==> src/rtl/thor2024_fetchbuf.sv <==
// Instruction fetch buffer: filters I-cache responses by PC, queues up to DEPTH
// instructions and presents the two oldest to the enqueue stage.
module thor2024_fetchbuf #(
  parameter int               DEPTH       = 4,
  parameter int               IW          = 40,
  parameter int               PCW         = 32,
  parameter int               INSTR_BYTES = 5,
  parameter logic [PCW-1:0]   RSTPC       = 32'hFFFD0000
) (
  input  logic           clk,
  input  logic           rst,
  input  logic           ic_v,
  input  logic           ic_v1,
  input  logic [PCW-1:0] ic_pc,
  input  logic [IW-1:0]  ic_instr0,
  input  logic [IW-1:0]  ic_instr1,
  output logic           ic_rdy,
  output logic [PCW-1:0] fetch_pc,
  input  logic           branchmiss,
  input  logic [PCW-1:0] misspc,
  input  logic           take0,
  input  logic           take1,
  output logic           fetchbuf0_v,
  output logic [IW-1:0]  fetchbuf0_instr,
  output logic [PCW-1:0] fetchbuf0_pc,
  output logic           fetchbuf1_v,
  output logic [IW-1:0]  fetchbuf1_instr,
  output logic [PCW-1:0] fetchbuf1_pc
);

  localparam int PW = $clog2(DEPTH);
  localparam int CW = PW + 1;
  localparam logic [PCW-1:0] STEP1 = PCW'(INSTR_BYTES);
  localparam logic [PCW-1:0] STEP2 = PCW'(2 * INSTR_BYTES);

  typedef struct packed {
    logic [IW-1:0]  instr;
    logic [PCW-1:0] pc;
  } entry_t;

  entry_t         r_storage [DEPTH];
  logic [PW-1:0]  r_rdptr;
  logic [PW-1:0]  r_wrptr;
  logic [CW-1:0]  r_count;
  logic [PCW-1:0] r_fetch_pc;

  logic           w_ic_rdy;
  logic           w_fb0_v;
  logic           w_fb1_v;
  logic           w_accept;
  logic [1:0]     w_npush;
  logic [1:0]     w_npop;
  logic [PCW-1:0] w_pc_inc;
  logic [PW-1:0]  w_rd1;
  logic [PW-1:0]  w_wr1;

  assign w_rd1    = r_rdptr + PW'(1);
  assign w_wr1    = r_wrptr + PW'(1);
  assign w_ic_rdy = (r_count <= CW'(DEPTH - 2));
  assign w_fb0_v  = (r_count >= CW'(1));
  assign w_fb1_v  = (r_count >= CW'(2));

  // Stale responses (wrong PC) and anything arriving with a redirect are dropped.
  assign w_accept = ic_v & w_ic_rdy & (ic_pc == r_fetch_pc) & ~branchmiss;

  always_comb begin
    w_npush  = 2'd0;
    w_npop   = 2'd0;
    w_pc_inc = '0;
    if (w_accept) begin
      w_npush  = ic_v1 ? 2'd2 : 2'd1;
      w_pc_inc = ic_v1 ? STEP2 : STEP1;
    end
    if (take0 && w_fb0_v)
      w_npop = (take1 && w_fb1_v) ? 2'd2 : 2'd1;
  end

  // NOTE: sequential state uses non-blocking assignments so every register
  // samples the pre-edge values of its neighbours.
  always_ff @(posedge clk or posedge rst) begin
    if (rst) begin
      r_rdptr    <= '0;
      r_wrptr    <= '0;
      r_count    <= '0;
      r_fetch_pc <= RSTPC;
    end else if (branchmiss) begin
      r_rdptr    <= '0;
      r_wrptr    <= '0;
      r_count    <= '0;
      r_fetch_pc <= misspc;
    end else begin
      r_rdptr    <= r_rdptr + PW'(w_npop);
      r_wrptr    <= r_wrptr + PW'(w_npush);
      r_count    <= r_count + CW'(w_npush) - CW'(w_npop);
      r_fetch_pc <= r_fetch_pc + w_pc_inc;
    end
  end

  // NOTE: the storage array has no reset; validity is tracked solely by
  // r_count, so clearing it would only cost reset fan-out.
  always_ff @(posedge clk) begin
    if (w_accept) begin
      r_storage[r_wrptr] <= '{instr: ic_instr0, pc: ic_pc};
      if (ic_v1)
        r_storage[w_wr1] <= '{instr: ic_instr1, pc: ic_pc + STEP1};
    end
  end

  assign ic_rdy          = w_ic_rdy;
  assign fetch_pc        = r_fetch_pc;
  assign fetchbuf0_v     = w_fb0_v;
  assign fetchbuf0_instr = r_storage[r_rdptr].instr;
  assign fetchbuf0_pc    = r_storage[r_rdptr].pc;
  assign fetchbuf1_v     = w_fb1_v;
  assign fetchbuf1_instr = r_storage[w_rd1].instr;
  assign fetchbuf1_pc    = r_storage[w_rd1].pc;

endmodule

==> config.mk <==
export PLATFORM = sky130hd
export DESIGN_NAME = thor2024_fetchbuf
export DESIGN_NICKNAME = d
export VERILOG_FILES = /design/src/rtl/thor2024_fetchbuf.sv
export SDC_FILE = /design/constraint.sdc
export NUM_CORES = 1
export LEC_CHECK = 0
export BUFFER_PORTS_ARGS = -buffer_cell sky130_fd_sc_hd__buf_2
export CORE_ASPECT_RATIO = 0.75
export CORE_UTILIZATION = 50
export DETAILED_ROUTE_END_ITERATION = 8
export MAX_ROUTING_LAYER = met4
export PLACE_DENSITY = 0.75
export REMOVE_ABC_BUFFERS = 1
export SYNTH_ARGS = -nofsm -noshare
export SYNTH_HDL_FRONTEND = slang
export SYNTH_SLANG_ARGS = --single-unit
==> constraint.sdc <==
create_clock -name clk -period 8.1 [get_ports clk]
set_input_delay 0.81 -clock clk [delete_from_list [all_inputs] [get_ports clk]]
set_output_delay 0.81 -clock clk [all_outputs]
set_load 0.02 [all_outputs]
* Word level (Yosys, flattened, before mapping)
Memory sizes are Yosys's and may differ from the RTL's.
Index checks and enable logic that the tools add are counted.
** Word-level totals
- Register bits after elaboration :: 39
- Latch bits :: 0
- Bits in writable memories :: 288
- Bits in read-only memories :: 0
- Input port bits :: 151
- Output and inout port bits :: 179
- Word-level logic and storage cells :: 38
- Memories :: 1
** Operators by class
- $add $sub $neg :: 8
- Multiply operators :: 0
- Divide/modulo/power cells :: 0
- Magnitude comparators :: 3
- Equal/unequal tests :: 1
- Shifts and indexed selects :: 0
- Mux-type cells :: 15
- Bitwise logic cells :: 4
- Reductions and logical operators :: 2
** Memories
- r_storage :: depth 4, bits a word 72, rd ports 2, clocked after Yosys merged registers in 0, wr ports 2, RTL line 41 : entry_t r_storage [DEPTH];
** Operators by type and width (count)
- $add A32 B3 Y32 const B :: 1
- $add A32 B32 Y32 :: 1
- $eq A32 B32 Y1 :: 1
- $mux W32 :: 1
- $mux W2 :: 6
- $mux W4 :: 2
- $mux W1 :: 5
- $add A2 B1 Y2 const B :: 2
- $add A2 B2 Y2 :: 2
- $add A3 B2 Y3 :: 1
- $and A1 B1 Y1 :: 3
- $ge A3 B1 Y1 const B :: 1
- $ge A3 B2 Y1 const B :: 1
- $le A3 B2 Y1 const B :: 1
- $mux W3 :: 1
- $sub A3 B2 Y3 :: 1
- $logic_and A1 B1 Y1 :: 2
- $not A1 Y1 :: 1

* Longest topological paths before layout
Gate-level depths: netlist (run 1).
- Depth in word-level cells :: 8
- Gate-level depth with buffers :: 16
- Mapped depth without buffers :: 14

* Least setup slack after synthesis (run 1)
OpenSTA, ideal clock, no wires.
- Path kind :: input to register
- Start point :: input ic_pc[14]
- End point :: memory r_storage[3][0] in the netlist's numbering, enable pin
- Setup time :: 0.606 ns
- Data arrival time :: 7.483 ns
- Data required time :: 7.494 ns
- Slack :: 0.012 ns
- Cell stages on the path :: 6
- Path buffers :: 1
- Cell sequence :: clkbuf_1 > xor2_1 > or4b_4 > nor4_4 > nand4_1 > nor3b_1
** RTL lines
- start, declared :: RTL line 14 : input logic [PCW-1:0] ic_pc,
- end, declared :: RTL line 41

* Worst setup path after layout (run 1)
- Start point :: input branchmiss
- End point :: register r_fetch_pc[30] (netlist: fetch_pc[30])
** Between the ends
- Cells in the longest elaborated chain, start to end :: 5
** RTL lines
- start, declared :: RTL line 19 : input logic branchmiss,
- $not A1 Y1 :: RTL line 64 : assign w_accept = ic_v & w_ic_rdy & (ic_pc == r_fetch_pc) & ~branchmiss;
- $and A1 B1 Y1 :: RTL line 64
- $mux W4 :: RTL line 70 : if (w_accept) begin
- $add A32 B32 Y32 :: RTL line 95 : r_fetch_pc <= r_fetch_pc + w_pc_inc;
- $mux W32 * :: RTL line 86 : end else if (branchmiss) begin
- end signal, assigned :: RTL line 90 : r_fetch_pc <= misspc;
- end signal, assigned :: RTL line 95
- end, declared :: RTL line 45 : logic [PCW-1:0] r_fetch_pc;
Every way passes the cells marked *; elsewhere a longest branch is shown, timed or not.

==> run metrics, run 1 <==
status complete, no violations; max-slew violation count 0; Max Freq about 230 MHz; crit path time final 4.377 ns; Tot GR Track Use around 28%; fraction of the mapped netlist area in simple logic gates 18.37%; worst setup path category input pin to flip-flop; fin crit share roughly 54%; Worst Clk Skew around 0.021 ns; largest net degree at the start of global routing 94; number of max-cap violations 0; dpl cell area 21110 um2; TritonCTS clock tree yes; Die Y ~170 um; worst vdd ir 0.2010 mV; number of synthesized register bits about 330; cells after synthesis around 1700; post-DR vias/cell 5.843; adder-cell share of the synthesized area less than 1%; CTS buffer count 36; Fin. Hold Viols 0; xor/xnor cell area share of the yosys netlist under 10%; top_reg_cell synth edfxtp_1; die area around 39000 um2; H-tree Lvls 2; Clk Latency, worst-skew pair roughly 0.54 ns; Residual DRC 0; CTS root buffer clkbuf_16; critical path peak fanout 60; Clock Path Buffers 3; worst min path class input pin to asynchronous set/reset pin; most common cell after layout, fill and taps aside nand2_1; Area Overhead vs Synth 16.49%; # nets final between 2000 and 2500; CP required about 8.5 ns; final wirelength ~54000 um; detailed placement HPWL about 34000 um; WL/cell between 20 and 25 um; final number of setup-violating endpoints 0; total number of vias approximately 15000; register area share after synthesis around half; layout cell share with drive strength beyond 1 30.50%; global route overflow 0; final setup margin between 3 and 4 ns; Final Wtd Congestion 0.9360; port bufs approximately 330; area leader, netlist edfxtp_1; mux cell area share after synthesis between 10% and 20%; vias in the first global route ~14000; initial antenna violation count 4; Site Rows 61; Placement Setup Slack about 3.2 ns; Max-slew headroom between 20% and 30%; most frequent cells in the layout nand2_1 (560), buf_2 (329), edfxtp_1 (288); ys async rst share 11.93%; CP endpoint kind flip-flop; die width roughly 230 um; post-CTS sizing 0; post-route design area about 22000 um2; pin slew with the least headroom to its limit between 1 and 1.5 ns; Pleak approximately 8.6 nW; CORE AREA 37400 um2; Iteration-0 DRC Markers about 1400; drt pass-1 iters 5; area fraction of the dominant cell type after synthesis between 40 and 50%; RSZ-0062 raised after global routing no; syn avg cell area 11.35 um2; post-synth cell types about 60; clk slew on worst S/H paths 0.07 ns; Post-CTS Hold Buffers 0; Synth Area in Compound Gates 1.784%; placed cells approximately 2400; postcts setup bufs 0; Final ANT Viol Nets 0; Warnings, synthesis 0; pwr dens 247.6 nW/um2; mapped cell area roughly 19000 um2; main combinational cell family by area after synthesis simple AND/OR/NAND/NOR gates; clk sinks 327; # IOs 330; Synth area leaders edfxtp_1 (45%), mux4_2 (17%), nand2_1 (11%); Final TNS setup 0 ns; first-pass GRT wire length just over 80000 um; startpoint types input pin; initial core utilization 51.19%; CP arrival between 4 and 5 ns; number of synthesized flops with an enable pin approximately 290; Final Non-Filler Cells 2482
cell families after synthesis:
group	count (synthesis)
fa+ha+maj	11
xor+xnor	181
simple gates	821
buf+inv	144
compound gates	54
mux	149
flops	327
stage by stage:
step / total power [W] / hold WS [ns] / utilization (%)
2_1_floorplan: 0.003434 / 0.5509 / -
3_3_place_gp: 0.003876 / 0.5319 / 56.45
3_5_place_dp: 0.003887 / 0.5317 / 56.45
4_1_cts: 0.005556 / 0.3908 / 59.61
5_1_grt: 0.005734 / 0.4649 / 59.64
6_report: 0.005521 / 0.4085 / 59.64
Yosys cell counts, types with 6 or more instances:
library cell,number
nor2_1,126
nor2b_1,7
dfstp_2,15
ha_1,8
xnor2_1,69
mux4_2,144
nor4_1,7
edfxtp_1,288
xor2_1,112
buf_6,6
o21ai_1,13
nand4_1,15
inv_1,14
nand3_1,22
buf_1,27
or3_1,7
o21ai_0,12
nand2_1,561
dfrtp_1,24
a31oi_1,8
clkbuf_1,77
nor3_1,9
nor3_2,6
buf_2,18
and3_1,17
and4_1,7
flip-flops by register name, indices dropped and copies added (netlist names):
signal	flops
r_rdptr	2
r_wrptr	2
r_count	3
fetch_pc	32
r_storage	288
final cells by class:
type                    count  area [um2]
repair buffers            349        1809
flip-flops and latches    327        9651
diodes                      4       10.01
multi-input cells        1216        8962
fillers                  3044       15100
clock buffers              45       955.9
inverters                  16       60.06
clock inverters            21       224.0
well taps                 504       630.6
final timing paths:
path	start	to	slack, ns	cells past startpoint
max	branchmiss	fetch_pc[30]	3.72	16
min	rst	fetch_pc[10]	0.41	3
max reg2reg	fetch_pc[23]	fetch_pc[30]	3.74	14
min reg2reg	fetch_pc[31]	fetch_pc[31]	0.55	2
max in group asynchronous	rst	r_rdptr[1]	7.28	3
min in group clk	misspc[20]	fetch_pc[20]	0.48	3
metal layers:
metal	up-vias	share of wire [%]	global-route usage, %
li1	6475	-	-
met1	7176	40	37.41
met2	757	48	45.28
met3	95	9.6	5.272
met4	0	2.0	7.616
met5	-	0	-
worst max-delay path, cell delays in order:
cell and delay (ns):
buf_2 0.10, buf_4 0.30, nand2b_1 0.25, or4_4 0.44, nor4_4 0.32, nand4_1 0.37, nand2b_1 0.30, inv_1 0.11
ha_1 0.24, ha_1 0.22, o21a_1 0.12, nor3_1 0.04, a211o_1 0.55, nor4_2 0.38, xnor2_1 0.15, o21ai_1 0.08
report_power, final:
group	total [W]	internal, W	leakage, nW	switching, W
clock network	0.00167	0.000973	0.566	0.000698
logic	0.00186	0.000826	5.03	0.00103
registers	0.00199	0.00187	3.04	0.000124
total	0.00552	0.00366	8.63	0.00186
No activity file was read; power rests on OpenSTA's default activity.
==> run 2: changes to the inputs <==
Settings changed: ABC_AREA from default to 1.
Clock period 8.1 ns to 3.7 ns, I/O delays scaled along.
==> run metrics, run 2 <==
Fin. Hold Viols 0 (unchanged); CTS root buffer clkbuf_16 (unchanged); total number of vias 19720 (was 14500); Final ANT Viol Nets 0 (unchanged); number of synthesized register bits 327 (unchanged); CORE AREA 38710 um2 (was 37400 um2); Tot GR Track Use 32.83% (was 28.30%); die area 40600 um2 (was 39090 um2); synth cell count leaders nand2_1 (603), o21ai_0 (430), nor2_1 (305) (was nand2_1 (561), edfxtp_1 (288), mux4_2 (144)); worst vdd ir 0.4083 mV (was 0.2010 mV); initial antenna violation count 9 (was 4); Clock Path Buffers 3 (unchanged); Pint 0.007706 W (was 0.003664 W); clk sinks 327 (unchanged); number of max-cap violations 0 (unchanged); vias in the first global route 18340 (was 14330); status complete, no violations (unchanged); startpoint types flip-flop (was input pin); Worst Clk Skew 0.01444 ns (was 0.02115 ns); cells after synthesis 2572 (was 1687); most frequent cells in the layout nand2_1 (600), o21ai_0 (430), buf_2 (329) (was nand2_1 (560), buf_2 (329), edfxtp_1 (288)); Warnings, synthesis 0 (unchanged); Clk Latency, worst-skew pair 0.54 ns (about the same); largest net degree at the start of global routing 103 (was 94); global route overflow 0 (unchanged); clock share of power 25.6% (was 30.3%); detailed placement HPWL 44660 um (was 34040 um); CP endpoint kind flip-flop (unchanged); final setup margin 0.4100 ns (was 3.723 ns); Fillers 3386 (was 3044); # IOs 330 (unchanged); initial core utilization 51.40% (was 51.19%); max FFs per register 288 (unchanged); TritonCTS clock tree yes (unchanged); post-DR vias/cell 5.866 (was 5.843); mapped cell area 19900 um2 (was 19150 um2); critical path peak fanout 6 (was 60); fin crit share about nine tenths; Logic pwr share 43.1% (was 33.7%); WL/cell 19.68 um (was 21.70 um); port bufs 329 (unchanged); max-slew violation count 0 (unchanged); crit path time final between 3 and 4 ns; pin slew with the least headroom to its limit 1.024 ns (was 1.108 ns); Area Overhead vs Synth 16.40% (was 16.49%); Residual DRC 0 (unchanged); register area share after synthesis 48.47% (was 50.37%); Flop pwr share 31.3% (was 36.0%); top_reg_cell synth edfxtp_1 (unchanged); Die Y 174.8 um (was 171.5 um); placed cells 3290 (was 2412); RSZ-0062 raised after global routing no (unchanged); Max Freq just over 300 MHz; top-count cell post-synth nand2_1 (unchanged); Final Wtd Congestion 0.9763 (was 0.9360); CP required 4.18 ns (was 8.54 ns); post-route design area 23160 um2 (was 22300 um2); Top reg by flops r_storage (unchanged); clk slew on worst S/H paths 0.06 ns (was 0.07 ns); post-CTS sizing 0 (unchanged); syn avg cell area 7.736 um2 (was 11.35 um2); worst setup path category flip-flop to flip-flop (was input pin to flip-flop); drt pass-1 iters 6 (was 5); post-synth cell types 40 (was 59); final wirelength 66150 um (was 53870 um); layout cell share with drive strength beyond 1 17.18% (was 30.50%); Synth area leaders edfxtp_1 (43%), nand2_1 (11%), o21ai_0 (11%) (was edfxtp_1 (45%), mux4_2 (17%), nand2_1 (11%)); Pleak 10.26 nW (was 8.631 nW); H-tree Lvls 2 (unchanged); CTS buffer count 36 (unchanged); Site Rows 62 (was 61); first-pass GRT wire length 100300 um (was 82250 um); final number of setup-violating endpoints 0 (unchanged); worst min path class input pin to flip-flop (was input pin to asynchronous set/reset pin); area fraction of the dominant cell type after synthesis 43.47% (was 45.17%); most common cell after layout, fill and taps aside nand2_1 (unchanged); CP arrival 3.77 ns (was 4.81 ns); Final Non-Filler Cells 3362 (was 2482); # nets final 2978 (was 2107); area leader, netlist edfxtp_1 (unchanged); fraction of power spent switching nets 43.06% (was 33.63%); Placement Setup Slack 0.4661 ns (was 3.236 ns); P_sw 0.005828 W (was 0.001857 W); ys async rst share 11.93% (unchanged); Core Util, Final 59.83% (was 59.64%); dpl cell area 22020 um2 (was 21110 um2); number of synthesized flops with an enable pin 288 (unchanged); pwr dens 584.4 nW/um2 (was 247.6 nW/um2); Iteration-0 DRC Markers 2148 (was 1435); die width 232.3 um (was 228.0 um); Max-slew headroom 31.73% (was 26.16%)
[run 2: cell count changes after synthesis, sizes merged, moves of 11 or more]
cell,delta
o21ai,+466
inv,+224
nor2,+184
a21oi,+159
mux4,-144
xor2,-74
o22ai,+71
xnor2,-64
nand2,+45
nand3,+43
clkbuf,+42
and3,-16
nor3,+13
nand4,+11
[run 2: kinds of logic after synthesis]
group           count (synthesis)  share of synthesized area (%)
flops                         327                          48.47
fa+ha+maj                      10                         0.7043
xor+xnor                       43                          1.893
buf+inv                       401                          8.005
simple gates                 1049                          21.46
compound gates                732                          18.90
mux                            10                         0.5660
[run 2: critical path: stages (launching register included)]
cell     delay [ns]
dfstp_2        0.61
inv_1          0.11
nand2_1        0.12
nand2_1        0.07
nor2_1         0.11
nand2_1        0.07
nor2_1         0.14
nand3_2        0.16
nor2_4         0.17
nand2_1        0.12
inv_1          0.13
ha_1           0.23
ha_1           0.16
inv_1          0.04
nand2_1        0.09
nand2_1        0.08
nand2_1        0.11
nand3_1        0.19
nor2_1         0.23
nand2_1        0.07
nand2_1        0.08
nand3_1        0.07
nand2_1        0.08
[run 2: cell type report]
cell class                 count  area (um2)  share of cell area (%)
clock buffer                  41       919.6                   3.971
antenna                        9       22.52                 0.09724
sequential                   327        9648                   41.66
inverter                     238       905.9                   3.911
timing repair buffer         370        2132                   9.206
tap                          512       640.6                   2.766
multi-input combinational   1844        8706                   37.59
clock inverter                21       185.2                  0.7996
[run 2: repair_timing]
item	in CTS	in global routing
buffers inserted	0	0
hold buffers	1	0
endpoints found under the setup margin	0	0
endpoints found under the hold margin	24	0
[run 2: per-layer routing]
layer	part of all wire (%)	GRT usage (%)	up-vias	routed length [um]
met5	0	-	-	0
met1	41	44.10	9226	27060
met3	11	5.157	140	6962
li1	-	-	9193	-
met2	46	51.09	1162	30370
met4	2.7	10.09	0	1757
[run 2: final timing paths]
kind | slack [ns] | cells after the start | startpoint | endpoint
setup / recovery | 0.41 | 22 | fetch_pc[22] | fetch_pc[30]
hold / removal | 0.03 | 3 | misspc[20] | fetch_pc[20]
setup reg to reg | 0.41 | 22 | fetch_pc[22] | fetch_pc[30]
hold reg to reg | 0.61 | 4 | fetch_pc[31] | fetch_pc[31]
max in group asynchronous | 2.77 | 4 | rst | r_rdptr[0]
min in group asynchronous | 0.52 | 4 | rst | r_count[2]
[run 2: per-stage QoR]
stage	TNS, ns	hold slack (ns)	total power [W]
3_5_place_dp	0	0.5345	0.01007
5_1_grt	0	0.02800	0.01414
6_report	0	0.03274	0.01353
4_1_cts	0	0.01391	0.01350
3_3_place_gp	0	0.5327	0.009931
2_1_floorplan	-742.12	0.4352	0.007850
[run 2: power by group through the flow]
stage	Sequential, W	Combinational, W	Clock (W)
after floorplan	0.00447	0.00338	0
after global placement	0.00430	0.00563	0
after detailed placement	0.00431	0.00576	0
after CTS	0.00423	0.00578	0.00349
after global routing	0.00424	0.00625	0.00364
final	0.00424	0.00583	0.00346
==> run 3: changes to the inputs <==
Settings changed: ABC_AREA 1 to 0, GPL_TIMING_DRIVEN from default to 0.
==> run metrics, run 3 (synthesized netlist as in run 1, its figures left out) <==
clk sinks 327 (unchanged); H-tree Lvls 2 (unchanged); CP arrival 3.94 ns (was 3.77 ns); Power Total 0.01217 W (was 0.01353 W); drt pass-1 iters 5 (was 6); vias in the first global route 14700 (was 18340); critical path peak fanout 8 (was 6); initial core utilization 51.19% (was 51.40%); most common cell after layout, fill and taps aside nand2_1 (unchanged); Clk Latency, worst-skew pair 0.53 ns (was 0.54 ns); worst-path cell chain xor2_2 > or4_4 > nor4_4 > nand4_1 > nand2b_4 > inv_2 > ha_4 > ha_2 > o21a_1 > nor3_4 > a211o_4 > and3b_1 > xnor2_1 > o21ai_1 (was inv_1 > nand2_1 > nand2_1 > nor2_1 > nand2_1 > nor2_1 > nand3_2 > nor2_4 > nand2_1 > inv_1 > ha_1 > ha_1 > inv_1 > nand2_1 > nand2_1 > nand2_1 > nand3_1 > nor2_1 > nand2_1 > nand2_1 > nand3_1 > nand2_1); CTS root buffer clkbuf_16 (unchanged); layout cell share with drive strength beyond 1 31.90% (was 17.18%); area occupied by multi-input gates 9062 um2 (was 8706 um2); Max-slew headroom 21.71% (was 31.73%); largest net degree at the start of global routing 61 (was 103); first-pass GRT wire length 82990 um (was 100300 um); pwr dens 529.7 nW/um2 (was 584.4 nW/um2); most frequent cells in the layout nand2_1 (560), buf_2 (329), edfxtp_1 (288) (was nand2_1 (600), o21ai_0 (430), buf_2 (329)); worst min path class input pin to asynchronous set/reset pin (was input pin to flip-flop); worst vdd ir 0.4012 mV (was 0.4083 mV); final number of setup-violating endpoints 0 (unchanged); status complete, no violations (unchanged); die width 228.0 um (was 232.3 um); fin crit share 96.44% (was 88.92%); Pleak 8.909 nW (was 10.26 nW); max-slew violation count 0 (unchanged); Final TNS setup 0 ns (unchanged); clk slew on worst S/H paths 0.06 ns (about the same); Fillers 2918 (was 3386); detailed placement HPWL 37700 um (was 44660 um); Reg area 9651 um2 (was 9648 um2); Clock Path Buffers 3 (unchanged); startpoint types flip-flop (unchanged); Fin. Hold Viols 0 (unchanged); Tot GR Track Use 28.64% (was 32.83%); worst setup path category flip-flop to flip-flop (unchanged); Die Y 171.5 um (was 174.8 um); Final ANT Viol Nets 0 (unchanged); CP required 4.07 ns (was 4.18 ns); crit path time final 3.568 ns (was 3.290 ns); CP peak stage delay 0.62 ns (was 0.61 ns); CP endpoint kind flip-flop (unchanged); Worst Clk Skew 0.01863 ns (was 0.01444 ns); final wirelength 54730 um (was 66150 um); Site Rows 61 (was 62); port bufs 329 (unchanged); Residual DRC 0 (unchanged); total number of vias 14890 (was 19720); CORE AREA 37400 um2 (was 38710 um2); CTS buffer count 37 (was 36); global route overflow 0 (unchanged); Slowest cell on crit path dfstp_2 (unchanged); final setup margin 0.1319 ns (was 0.4100 ns); pin slew with the least headroom to its limit 1.165 ns (was 1.024 ns); Iteration-0 DRC Markers 1403 (was 2148); Top reg by flops r_storage (unchanged); RSZ-0062 raised after global routing no (unchanged); WL/cell 21.83 um (was 19.68 um); die area 39090 um2 (was 40600 um2); # nets final 2134 (was 2978); Final Wtd Congestion 0.9573 (was 0.9763); Area Overhead vs Synth 20.00% (was 16.40%); initial antenna violation count 6 (was 9); # IOs 330 (unchanged); post-DR vias/cell 5.939 (was 5.866); number of max-cap violations 0 (unchanged); TritonCTS clock tree yes (unchanged); max FFs per register 288 (unchanged); Placement Setup Slack -1.019 ns (was 0.4661 ns); Max Freq 280.3 MHz (was 303.9 MHz)
==> run 3: final timing paths <==
check                        startpoint      endpoint  cells past startpoint  slack (ns)
min reg2reg                fetch_pc[29]  fetch_pc[29]                      2        0.54
max                        fetch_pc[23]  fetch_pc[12]                     14        0.13
max reg2reg                fetch_pc[23]  fetch_pc[12]                     14        0.13
min in group clk             misspc[20]  fetch_pc[20]                      3        0.04
min                                 rst   fetch_pc[4]                      2        0.04
max in group asynchronous           rst    r_rdptr[0]                      2        3.00
==> run 3: layer usage <==
| layer | GRT usage, % | up-vias | wire, um |
|---|---|---|---|
| met5 | - | - | 0 |
| met4 | 9.425 | 0 | 1423 |
| met3 | 5.753 | 134 | 5485 |
| met2 | 46.75 | 830 | 26680 |
| met1 | 36.13 | 7392 | 21140 |
| li1 | - | 6534 | - |
==> run 3: power by group <==
part	leakage, nW	total (W)	internal, W	switching [W]
sequential	3.04	0.00426	0.00409	0.000178
combinational	5.30	0.00427	0.00189	0.00238
clock	0.571	0.00363	0.00214	0.00149
total	8.91	0.0122	0.00813	0.00404
==> run 3: timing repair <==
action	4_1_cts	5_1_grt
setup buffers	2	4
setup endpoints to repair	58	17
hold buffers	0	0
resized for setup	9	9
gates cloned	1	0
pin swaps	4	5
==> run 3: final cells by class <==
type | instances | share of cell area, %
Inverter | 16 | 0.2614
Clock buffer | 46 | 4.406
Tap cell | 504 | 2.745
Clock inverter | 17 | 0.7189
Timing Repair Buffer | 374 | 10.35
Multi-Input combinational cell | 1217 | 39.45
Sequential cell | 327 | 42.01
Antenna cell | 6 | 0.06535
==> run 3: per-stage QoR <==
stage	cell area (um2)	hold WS, ns	util [%]	instances
finish	22970	0.03503	61.43	2507
global route	22970	0.04585	61.43	2507
CTS	22870	0.02792	61.16	2497
detailed placement	21640	0.5335	57.86	2431
global placement	20880	0.5171	55.82	2392
floorplan	18600	0.4272	-	1559
==> run 3: critical path, delay by kind of cell (launching register included) <==
family	cells	cell delay, ns
and+or+nand+nor	6	1.47
DFF	1	0.62
AOI/OAI and AO/OA	3	0.60
adders and majority gates	2	0.38
xor gates and xnor gates	2	0.25
buffers and inverters	1	0.10
